$ cat src/rtl/vendo_pkg.sv
// vendo_pkg: definitions shared by the vending FSM and the dispense controller.
//   state_e         - dispense controller state encodings (visible on cstate)
//   *Default        - default timing parameters for vendo_dispense_ctrl
package vendo_pkg;

  typedef enum logic [2:0] {
    StIdle     = 3'd0,
    StVend     = 3'd1,
    StKick     = 3'd2,
    StWaitCoin = 3'd3,
    StDone     = 3'd4,
    StFault    = 3'd5
  } state_e;

  localparam int unsigned MotorToDefault = 16;
  localparam int unsigned KickLenDefault = 2;
  localparam int unsigned CoinToDefault  = 8;

  // Width of the change-count field.
  localparam int unsigned ChangeW = 3;

endpackage

$ cat src/rtl/sns_sync.sv
// sns_sync: 2-flop synchronizer plus falling-edge detector for an active-low,
// asynchronous sensor pin.
//   clk   - clock
//   reset - synchronous active-low reset; flops return to the idle (high) level
//   sns   - raw active-low sensor pin
//   fall  - one-cycle event on each synchronized high-to-low transition
module sns_sync (
  input  logic clk,
  input  logic reset,
  input  logic sns,
  output logic fall
);

  logic sync1_q, sync2_q, hist_q;

  always_ff @(posedge clk) begin
    if (!reset) begin
      sync1_q <= 1'b1;
      sync2_q <= 1'b1;
      hist_q  <= 1'b1;
    end else begin
      sync1_q <= sns;
      sync2_q <= sync1_q;
      hist_q  <= sync2_q;
    end
  end

  // Both terms come straight from flops, so the event is glitch-free and is
  // acted on by the FSM at the third clock edge after the pin falls.
  assign fall = hist_q & ~sync2_q;

endmodule

$ cat src/rtl/vendo_dispense_ctrl.sv
// vendo_dispense_ctrl: drives the product motor and coin hopper for one
// vending job (dispense, change return, or both in that order).
//   clk          - clock, rising edge
//   reset        - synchronous active-low reset
//   disp         - product dispense request (sampled in IDLE only)
//   change       - change-return request (sampled in IDLE only)
//   change_cnt   - coins to return, latched with the request
//   prod_sns     - active-low async product-drop sensor
//   coin_sns     - active-low async coin-out sensor
//   motor_on     - product motor drive
//   hopper_kick  - coin hopper eject pulse, KICK_LEN cycles per coin
//   busy         - high whenever not IDLE
//   done         - one-cycle pulse on successful completion
//   fault        - high while in FAULT
//   cstate       - current state encoding
// Define VENDO_WATCHDOG_EN to add the motor/coin timeouts and the FAULT state;
// without it VEND and WAIT_COIN wait indefinitely and fault is tied low.
module vendo_dispense_ctrl
  import vendo_pkg::*;
#(
  parameter int unsigned MOTOR_TO = MotorToDefault,
  parameter int unsigned KICK_LEN = KickLenDefault,
  parameter int unsigned COIN_TO  = CoinToDefault
) (
  input  logic               clk,
  input  logic               reset,
  input  logic               disp,
  input  logic               change,
  input  logic [ChangeW-1:0] change_cnt,
  input  logic               prod_sns,
  input  logic               coin_sns,
  output logic               motor_on,
  output logic               hopper_kick,
  output logic               busy,
  output logic               done,
  output logic               fault,
  output logic [2:0]         cstate
);

  if (MOTOR_TO < 1 || KICK_LEN < 1 || COIN_TO < 1) begin : gen_bad_param
    $error("vendo_dispense_ctrl: MOTOR_TO, KICK_LEN and COIN_TO must be >= 1");
  end

  localparam int unsigned KickW = $clog2(KICK_LEN + 1);

  state_e             state_q, state_d;
  logic [ChangeW-1:0] coins_q, coins_d;
  logic [KickW-1:0]   kick_cnt_q, kick_cnt_d;
  logic               prod_ev, coin_ev;
  logic               motor_q, kick_q, busy_q, done_q;

`ifdef VENDO_WATCHDOG_EN
  localparam int unsigned WdMax = (MOTOR_TO > COIN_TO) ? MOTOR_TO : COIN_TO;
  localparam int unsigned WdW   = $clog2(WdMax + 1);
  logic [WdW-1:0] wd_q, wd_d;
  logic           fault_q;
`endif

  sns_sync u_prod_sync (
    .clk   (clk),
    .reset (reset),
    .sns   (prod_sns),
    .fall  (prod_ev)
  );

  sns_sync u_coin_sync (
    .clk   (clk),
    .reset (reset),
    .sns   (coin_sns),
    .fall  (coin_ev)
  );

  always_comb begin
    state_d    = state_q;
    coins_d    = coins_q;
    kick_cnt_d = kick_cnt_q;
`ifdef VENDO_WATCHDOG_EN
    wd_d       = wd_q;
`endif
    case (state_q)
      StIdle: begin
        kick_cnt_d = '0;
`ifdef VENDO_WATCHDOG_EN
        wd_d       = '0;
`endif
        if (disp) begin
          state_d = StVend;
          coins_d = change ? change_cnt : '0;
        end else if (change && (change_cnt != '0)) begin
          state_d = StKick;
          coins_d = change_cnt;
        end
      end
      StVend: begin
        // A product event wins over a timeout in the same cycle.
        if (prod_ev) begin
          state_d    = (coins_q != '0) ? StKick : StDone;
          kick_cnt_d = '0;
        end
`ifdef VENDO_WATCHDOG_EN
        else if (wd_q == WdW'(MOTOR_TO - 1)) begin
          state_d = StFault;
        end else begin
          wd_d = wd_q + 1'b1;
        end
`endif
      end
      StKick: begin
        if (kick_cnt_q == KickW'(KICK_LEN - 1)) begin
          state_d    = StWaitCoin;
          kick_cnt_d = '0;
`ifdef VENDO_WATCHDOG_EN
          wd_d       = '0;
`endif
        end else begin
          kick_cnt_d = kick_cnt_q + 1'b1;
        end
      end
      StWaitCoin: begin
        // Coin events are only consumed here; elsewhere they are dropped.
        if (coin_ev) begin
          coins_d    = coins_q - 1'b1;
          kick_cnt_d = '0;
          state_d    = (coins_q != ChangeW'(1)) ? StKick : StDone;
        end
`ifdef VENDO_WATCHDOG_EN
        else if (wd_q == WdW'(COIN_TO - 1)) begin
          state_d = StFault;
        end else begin
          wd_d = wd_q + 1'b1;
        end
`endif
      end
      StDone:  state_d = StIdle;
      StFault: state_d = StFault;
      default: state_d = StIdle;
    endcase
  end

  // Outputs are registered from the next state so they line up with cstate.
  always_ff @(posedge clk) begin
    if (!reset) begin
      state_q    <= StIdle;
      coins_q    <= '0;
      kick_cnt_q <= '0;
      motor_q    <= 1'b0;
      kick_q     <= 1'b0;
      busy_q     <= 1'b0;
      done_q     <= 1'b0;
    end else begin
      state_q    <= state_d;
      coins_q    <= coins_d;
      kick_cnt_q <= kick_cnt_d;
      motor_q    <= (state_d == StVend);
      kick_q     <= (state_d == StKick);
      busy_q     <= (state_d != StIdle);
      done_q     <= (state_d == StDone);
    end
  end

`ifdef VENDO_WATCHDOG_EN
  always_ff @(posedge clk) begin
    if (!reset) begin
      wd_q    <= '0;
      fault_q <= 1'b0;
    end else begin
      wd_q    <= wd_d;
      fault_q <= (state_d == StFault);
    end
  end
  assign fault = fault_q;
`else
  assign fault = 1'b0;
`endif

  assign motor_on    = motor_q;
  assign hopper_kick = kick_q;
  assign busy        = busy_q;
  assign done        = done_q;
  assign cstate      = state_q;

endmodule

$ cat config.mk
export PLATFORM = sky130hd
export DESIGN_NAME = vendo_dispense_ctrl
export DESIGN_NICKNAME = d
export VERILOG_FILES = /design/src/rtl/vendo_pkg.sv /design/src/rtl/sns_sync.sv /design/src/rtl/vendo_dispense_ctrl.sv
export SDC_FILE = /design/constraint.sdc
export NUM_CORES = 1
export LEC_CHECK = 0
export BUFFER_PORTS_ARGS = -buffer_cell sky130_fd_sc_hd__buf_2
export CAP_MARGIN = 20
export CORE_MARGIN = 2
export CORE_UTILIZATION = 52
export CTS_CLUSTER_DIAMETER = 30
export DETAILED_ROUTE_END_ITERATION = 8
export HOLD_SLACK_MARGIN = 0.08
export PLACE_DENSITY = 0.76
export SYNTH_ARGS = -nofsm -noshare
export SYNTH_HDL_FRONTEND = slang
export SYNTH_SLANG_ARGS = --single-unit
$ cat constraint.sdc
create_clock -name clk -period 1.9 [get_ports clk]
set_input_delay 0 -clock clk [delete_from_list [all_inputs] [get_ports clk]]
set_output_delay 0 -clock clk [all_outputs]
set_load 0.02 [all_outputs]
Word-level counts from Yosys, hierarchy flattened
Cells that the tools add are included.
Operators by class
  add/subtract/negate cells: 2
  multiplexer cells: 17
  bitwise operators: 4
  eq/ne operators: 12
  reductions and logical operators: 9
Operator list (number)
  $mux W3: 11
  $pmux W3 S5: 1
  $eq A3 B2 Y1 const B: 3
  $reduce_bool A3 Y1: 3
  $pmux W2 S4: 1
  $eq A3 B1 Y1 const B: 2
  $eq A3 B3 Y1 const B: 2
  $mux W2: 3
  $pmux W3 S2: 1
  $reduce_and A3 Y1: 2
  $ne A2 B2 Y1 const B: 2
  $reduce_bool A4 Y1: 1
  $logic_not A3 Y1: 1
  $ne A3 B1 Y1 const B: 1
  $ne A3 B3 Y1 const B: 1
  $sub A3 B1 Y3 const B: 1
  $add A2 B1 Y2 const B: 1
  $and A1 B1 Y1: 2
  $eq A2 B1 Y1 const B: 1
  $not A1 Y1: 2
  $reduce_bool A2 Y1: 1
  $logic_and A1 B1 Y1: 1
Storage, ports and cells
  flip-flop bits (word level): 18

Longest topological paths before layout
Gate-level depths: netlist of run 1.
  word-level depth: 6
  mapped depth: 6
  gate-level depth less buffers: 6

Modules after synthesis
Synthesis of run 1 repeated with hierarchy kept, for this count alone.
Second synthesis, totals
  cells, all modules: 89
  area, all modules: 880.8 um^2
Modules (own cells, without submodules)
  vendo_dispense_ctrl: times used 1, area each 710.7 um^2, seq. area each 240.2 um^2, cells an instance 75
  sns_sync: times used 2, area each 85.1 um^2, seq. area each 60.1 um^2, cells an instance 7

Least setup slack after synthesis of run 1
No wires, ideal clock.
  kind: reg2reg
  from: register coins_q[0]
  to: register kick_q, in the netlist hopper_kick
  setup time: 0.060 ns
  period minus slack after synthesis: 1.618 ns
  setup slack: 0.282 ns
  stages on the path, launching flop included: 7
  buffers on the path: 0
  data arrival time: 1.559 ns
  cell sequence: dfxtp_1 > inv_1 > ha_1 > nor2b_1 > or4_4 > a311oi_2 > and2_1
On the way
  longest elaborated chain between the ends: 5
Ends and longest elaborated chain
  start: declaration: line vendo_dispense_ctrl.sv:47  | logic [ChangeW-1:0] coins_q, coins_d;
  start signal: assignment: line vendo_dispense_ctrl.sv:152  | coins_q <= coins_d;
  $ne A3 B1 Y1 / $reduce_bool A3 Y1 (equally long branches): line vendo_dispense_ctrl.sv:124, vendo_dispense_ctrl.sv:97
  $mux W3 (on tied branches): line vendo_dispense_ctrl.sv:124, vendo_dispense_ctrl.sv:97
  $mux W3 (on tied branches): line vendo_dispense_ctrl.sv:121, vendo_dispense_ctrl.sv:96
  $pmux W3 S5 (*): line vendo_dispense_ctrl.sv:80  | case (state_q)
  $eq A3 B2 Y1 (*): line vendo_dispense_ctrl.sv:155  | kick_q <= (state_d == StKick);
  end signal: assignment: line vendo_dispense_ctrl.sv:155
  end: declaration: line vendo_dispense_ctrl.sv:50  | logic motor_q, kick_q, busy_q, done_q;
Every way passes the cells marked *; elsewhere a longest branch is shown, timed or not.
A chain may end at the register's enable or synchronous reset.

Worst setup path after layout of run 1
Ends and elaborated chain as after synthesis.

==> out/results.txt, run 1 <==
outcome -> finished, final reports clean
H-tree levels -> 1
CTS tree -> built
io pins -> 17
RSZ-0062 raised after global routing -> no
Total Neg Setup Slack -> 0 ps
Finished Core Util -> 69.7%
Distinct cells, synth -> 40
reg2reg end -> hopper_kick$_SDFF_PN0_
post-synthesis cell count -> 95
Hold Vio Cnt, Final -> 0
Mapped Area -> 883 µm²
CTS root buffer -> clkbuf_4
top cell type's share of synthesized area -> 40.8%
crit-path max FO -> 4
Finished Cell Area -> 1070 µm²
Reg-to-Reg Start -> coins_q[0]$_SDFFE_PN0P_
initial antenna violation count -> 0
Core Area -> 1540 µm²
Initial Util -> 57.3%
Max VDD drop -> 0.473 mV
vias per cell -> 5.97
via count -> 800
Crit. End Element -> register
share of post-route cells with drive strength above 1 -> 21.2%
Post-DP HPWL -> 1.22 mm
period utilization -> 93.0%
PortBufs -> 15
Yosys Warn Count -> 0
first-pass GRT wire length -> 3.16 mm
FFs w/ async S/R, synth -> 0%
Die Wd -> 45.2 µm
clock tree sinks -> 18
Placed Area -> 958 µm²
Flop pwr share -> 51.3%
Worst-Skew Late Latency -> 300 ps
Combinational Power Share -> 19.2%
drt wl/cell -> 14.0 µm
register bit total from synthesis -> 18
Max Clock Skew -> 9.86 ps
number of CTS-inserted buffers -> 3
Total Nets Final -> 131
syn nets -> 107
area growth from synthesis to layout -> 21.7%
total track usage -> 21.1%
number of synthesized flops with an enable pin -> 0
largest net degree at the start of global routing -> 15
clock power share -> 29.4%
First DRT Iteration DRCs -> 16
dpl cells -> 122
post-route insts no fill -> 134
Synth Flop Type -> dfxtp_1
WS Path Type -> reg -> reg
global placer's final weighted congestion -> 0.784
Switch Pwr -> 237 µW
count leader, synth -> dfxtp_1
Pleak -> 0.443 nW
Antenna Nets Post-Route -> 0
Chip Height -> 45.2 µm
hold path depth -> 3
Worst Hold End -> cstate[1]$_SDFF_PN0_
R2R Setup Slk -> 130 ps
Clock Pin Slew Worst Setup and Hold Paths -> 110 ps
Antenna Cells -> 0
Rows -> 14
Pint -> 591 µW
post-CTS sizing -> 0
CP Launch Type -> register
Max Fclk -> 566 MHz
Max Cap Violations -> 0
syn_area_per_cell -> 9.30 µm²
hold_sp -> change
# hold bufs at CTS -> 8
worst hold path class -> in -> reg
Post-Route WL -> 1.87 mm
R2R cell count -> 6
switching share of power -> 28.6%
drt drc -> 0
Synth area leaders -> dfxtp_1 (41%), nand2b_1 (7.1%), ha_1 (4.2%), a311oi_2 (3.4%), nand3b_1 (2.5%)
area leader, netlist -> dfxtp_1
Post-CTS Setup Repair Bufs -> 0
post-synthesis sequential area ratio -> 40.8%
Power Dens Cells -> 771 nW/µm²
Final setup violation count -> 0
die area -> 2040 µm²
vias in the first global route -> 721
max-slew violation count -> 0
Tmin final -> 1770 ps
Pre-antenna DRT Iters -> 4
GRT overflow -> 0
Worst EP arrival -> 2020 ps
Synth top cells by count -> dfxtp_1 (18), nand2b_1 (10), nor2_1 (6)
CTS Buffer Depth -> 2
CP Data Required Time -> 2160 ps
==> layer usage <==
metal,vias up,global-route usage (%),part of all wire (%)
met4,0,7.06,1.3
met1,368,27.9,45
li1,388,-,-
met2,40,33.7,46
met3,4,4.80,7.1
met5,-,0,0
==> area by class of cell <==
cell class / instances / area [µm²]
timing repair buffer: 24 / 163
multi-input combinational: 68 / 480
fill: 117 / 467
inverter: 4 / 15.0
clock buffer: 4 / 36.3
sequential: 18 / 360
tap: 16 / 20.0
==> cell families (layout without fill, tap and decap cells) <==
family | after synthesis | in the layout | synth area share (%)
AND/OR/NAND/NOR | 41 | 41 | 29.2
AO/OA/AOI/OAI | 22 | 22 | 19.4
flip-flops | 18 | 18 | 40.8
buffers and inverters | 9 | 32 | 4.81
adder cells (fa/ha/maj) | 3 | 3 | 4.25
other | 1 | 1 | 0.425
multiplexers | 1 | 1 | 1.13
==> registers in the layout, indices dropped and copies added, names as in the netlist <==
| signal | flops |
|---|---|
| u_coin_sync.sync1_q | 1 |
| u_coin_sync.hist_q | 1 |
| done | 1 |
| u_prod_sync.sync1_q | 1 |
| kick_cnt_q | 2 |
| u_coin_sync.sync2_q | 1 |
| u_prod_sync.sync2_q | 1 |
| cstate | 3 |
| motor_on | 1 |
| busy | 1 |
| u_prod_sync.hist_q | 1 |
| coins_q | 3 |
| hopper_kick | 1 |
==> critical path, cell delays in order (launching register included) <==
cell,delay (ps)
dfxtp_1,410
inv_1,80
ha_1,190
nor2b_1,140
or4_4,480
a311oi_2,270
and2_1,150
==> worst max path at each step <==
stage                             from                      to  slack [ps]  cells after the start
2_1_floorplan  coins_q[0]$_SDFFE_PN0P_  hopper_kick$_SDFF_PN0_         280                      6
3_3_place_gp   coins_q[0]$_SDFFE_PN0P_  hopper_kick$_SDFF_PN0_         250                      6
3_5_place_dp   coins_q[0]$_SDFFE_PN0P_  hopper_kick$_SDFF_PN0_         170                      6
4_1_cts        coins_q[0]$_SDFFE_PN0P_  hopper_kick$_SDFF_PN0_         140                      6
5_1_grt        coins_q[0]$_SDFFE_PN0P_  hopper_kick$_SDFF_PN0_          50                      6
6_report       coins_q[0]$_SDFFE_PN0P_  hopper_kick$_SDFF_PN0_         130                      6
==> power groups by stage <==
stage	registers, mW	logic, mW	clock network, mW
after floorplan	0.436	0.104	0
after global placement	0.433	0.141	0
after detailed placement	0.434	0.144	0
after CTS	0.425	0.157	0.243
after global routing	0.430	0.178	0.260
final	0.425	0.159	0.244
==> layout by cell type, fill, tap and decap left out, types with 2 or more instances in the layout <==
cell | synthesis | layout
a21oi_1 | 3 | 3
nand2_1 | 5 | 5
nand3b_1 | 3 | 3
or3_1 | 3 | 3
nor2b_1 | 2 | 2
nor3b_1 | 2 | 2
ha_1 | 3 | 3
clkbuf_4 | 0 | 3
o21ai_0 | 2 | 2
nand2b_1 | 10 | 10
and2_1 | 2 | 2
a31oi_1 | 2 | 2
inv_1 | 4 | 4
dlygate4sd3_1 | 0 | 8
dfxtp_1 | 18 | 18
nor2_1 | 6 | 6
o41ai_1 | 2 | 2
a311oi_2 | 2 | 2
buf_2 | 1 | 15
==> metrics by stage <==
stage | total power [mW] | setup slack [ps] | hold slack (ps)
3_3_place_gp | 0.573 | 246 | 183
4_1_cts | 0.824 | 140 | 120
3_5_place_dp | 0.577 | 173 | 184
2_1_floorplan | 0.540 | 282 | 73.0
6_report | 0.828 | 134 | 124
5_1_grt | 0.868 | 45.1 | 128
(Power assumes the default switching activity.)
==> inputs of run 2 (changes only) <==
--- a/config.mk
+++ b/config.mk
@@ -13,6 +13,8 @@
 export DETAILED_ROUTE_END_ITERATION = 8
 export HOLD_SLACK_MARGIN = 0.08
 export PLACE_DENSITY = 0.76
+export RECOVER_POWER = 25
 export SYNTH_ARGS = -nofsm -noshare
 export SYNTH_HDL_FRONTEND = slang
+export SYNTH_HIERARCHICAL = 1
 export SYNTH_SLANG_ARGS = --single-unit
==> run 2 against run 1 <==
  * Power is 6.3% higher
  * Largest cell class unchanged
  * Clock-buffer cell count stayed put
  * Register-to-register slack better by 80 ps
  * Final cell count is 4.5% lower
  * Utilization is 1.5 points lower
  * Global-route usage is 2.1 points lower
  * Sequential cell count stayed put
  * Wire length is 10% lower
  * Sequential share of layout area is 0.72 points higher
  * Highest routed layer unchanged
  * Critical path depth is 1 lower
==> out/results.txt, run 2 <==
max-slew violation count -> 0
vias per cell -> 5.46
met2 WL -> 823 µm
Post-Synth Simple-Gate Area -> 26.0%
Max Cap Violations -> 0
DR top layer -> met4
Post-CTS Setup Repair Bufs -> 0
Finished Core Util -> 68.3%
global placer's final weighted congestion -> 0.786
Worst-Skew Late Latency -> 290 ps
drt drc -> 0
Tmin final -> 1680 ps
Distinct cells, synth -> 37
Core Area -> 1540 µm²
RSZ-0062 raised after global routing -> no
Placed Area -> 950 µm²
post-synthesis cell count -> 89
Synth Area in Adders -> 4.26%
CP Data Required Time -> 2090 ps
area growth from synthesis to layout -> 19.5%
reg2reg end -> busy$_SDFF_PN0_
Fill cells -> 134
Max Fclk -> 594 MHz
via count -> 699
met3 WL -> 41 µm
Total Neg Setup Slack -> 0 ps
R2R Setup Slk -> 220 ps
Yosys Warn Count -> 6
Pleak -> 0.409 nW
top cell type's share of synthesized area -> 40.9%
largest net degree at the start of global routing -> 14
crit-path max FO -> 4
Pre-antenna DRT Iters -> 4
Antenna Cells -> 0
Synth Flop Type -> dfxtp_1
Final setup violation count -> 0
Post-DP HPWL -> 1.21 mm
Die Wd -> 45.2 µm
First DRT Iteration DRCs -> 3
outcome -> finished, final reports clean
CP Launch Type -> register
Hold Vio Cnt, Final -> 0
Total Nets Final -> 125
initial antenna violation count -> 0
area leader, netlist -> dfxtp_1
count leader, synth -> dfxtp_1
Synth Area in Compound Gates -> 20.2%
syn nets -> 101
Initial Util -> 57.1%
register bit total from synthesis -> 18
R2R cell count -> 5
Max VDD drop -> 0.558 mV
CTS tree -> built
clock tree sinks -> 18
Max Clock Skew -> 2.78 ps
Mapped Area -> 881 µm²
first-pass GRT wire length -> 2.75 mm
number of CTS-inserted buffers -> 3
CTS Buffer Depth -> 2
number of synthesized flops with an enable pin -> 0
post-synthesis sequential area ratio -> 40.9%
H-tree levels -> 1
Synth area leaders -> dfxtp_1 (41%), nand2b_1 (6.4%), ha_1 (4.3%), a21oi_1 (4.0%), a221oi_4 (3.0%)
die area -> 2040 µm²
share of post-route cells with drive strength above 1 -> 24.1%
Worst Hold End -> coins_q[2]$_SDFFE_PN0P_
Clock Pin Slew Worst Setup and Hold Paths -> 100 ps
Post-Route WL -> 1.68 mm
FFs w/ async S/R, synth -> 0%
post-synthesis mux area share -> 2.27%
hold path depth -> 3
Synth top cells by count -> dfxtp_1 (18), nand2b_1 (9), a21oi_1 (7)
WS Path Type -> reg -> reg
Antenna Nets Post-Route -> 0
slew at the pin closest to its max-slew limit -> 505 ps
CTS root buffer -> clkbuf_4
Finished Cell Area -> 1050 µm²
Worst EP arrival -> 1870 ps
PortBufs -> 15
drt wl/cell -> 13.1 µm
total track usage -> 19.0%
commonest non-fill, non-tap cell in the layout -> dfxtp_1
syn_area_per_cell -> 9.90 µm²
Rel. slew slack -> 66.1%
hold_sp -> change_cnt[2]
Rows -> 14
Chip Height -> 45.2 µm
most frequent cells in the layout -> dfxtp_1 (18), buf_2 (12), nand2b_1 (9)
largest family of logic cells by synthesized area -> simple AND/OR/NAND/NOR gates
Reg-to-Reg Start -> u_coin_sync/hist_q$_SDFF_PN1_
met1 WL -> 793 µm
worst hold path class -> in -> reg
post-synthesis xor/xnor area fraction -> 0%
hold slack -> 97.2 ps
Power Dens Cells -> 837 nW/µm²
GRT overflow -> 0
io pins -> 17
vias in the first global route -> 632
period utilization -> 88.6%
Crit. End Element -> register
==> run 2: changes by cell type in the layout (fill, tap and decap cells not counted), sizes merged, moves of 2 or more <==
cell	change
nand3	+2
clkbuf	+3
inv	+3
a311oi	-3
nor2	-2
nand2b	-2
a221oi	+2
a21oi	+4
o41ai	-2
or3	-3
buf	-4
==> run 2: worst max path at each step <==
stage                                   startpoint                  end  slack (ps)  depth (start not counted)
global placement     u_coin_sync/hist_q$_SDFF_PN1_  motor_on$_SDFF_PN0_         310                          5
floorplan                     cstate[1]$_SDFF_PN0_      busy$_SDFF_PN0_         260                          5
global route         u_coin_sync/hist_q$_SDFF_PN1_  motor_on$_SDFF_PN0_          90                          5
detailed placement   u_coin_sync/hist_q$_SDFF_PN1_      busy$_SDFF_PN0_         250                          5
CTS                 u_coin_sync/sync2_q$_SDFF_PN1_      busy$_SDFF_PN0_         220                          5
finish               u_coin_sync/hist_q$_SDFF_PN1_      busy$_SDFF_PN0_         220                          5
==> run 2: area by class of cell <==
| type | instances | area, µm² | area share [%] |
|---|---|---|---|
| multi-input cells | 61 | 468 | 44.5 |
| flip-flops and latches | 18 | 360 | 34.2 |
| repair buffers | 22 | 141 | 13.4 |
| clock buffers | 4 | 36.3 | 3.45 |
| inverters | 7 | 26.3 | 2.50 |
| well taps | 16 | 20.0 | 1.90 |
==> run 2: what timing repair did <==
action / in CTS / in global routing
endpoints found under the hold margin: 13 / 0
resized for setup: 0 / 0
hold buffers: 7 / 0
==> run 2: logic make-up after synthesis <==
| family | after synthesis |
|---|---|
| mux | 2 |
| flops | 18 |
| simple gates | 35 |
| other cells | 1 |
| fa+ha+maj | 3 |
| buf+inv | 10 |
| compound gates | 20 |
==> run 2: worst max-delay path, stage by stage (launching register included) <==
cell and delay, ps:
dfxtp_1 310, nor2b_1 280, nand2_1 130, o311ai_1 310, o311ai_2 210, o31a_1 330
==> run 2: power breakdown <==
group	total (mW)	leakage [nW]	switching [mW]	internal, mW
clock network	0.235	0.0210	0.118	0.117
registers	0.435	0.148	0.0294	0.406
logic	0.211	0.240	0.113	0.0977
total	0.881	0.409	0.260	0.621
==> run 2: through the flow <==
step           worst slack [ps]  total power, mW  instances
5_1_grt                    93.7            0.924        128
3_3_place_gp                309            0.634        117
4_1_cts                     219            0.886        128
2_1_floorplan               257            0.598         89
3_5_place_dp                248            0.642        117
6_report                    217            0.881        128
==> run 2: metal layers <==
layer / global-route usage (%) / vias to the layer above
met3: 3.60 / 4
met4: 8.82 / 0
met2: 31.4 / 10
met5: 0 / -
li1: - / 359
met1: 23.6 / 326
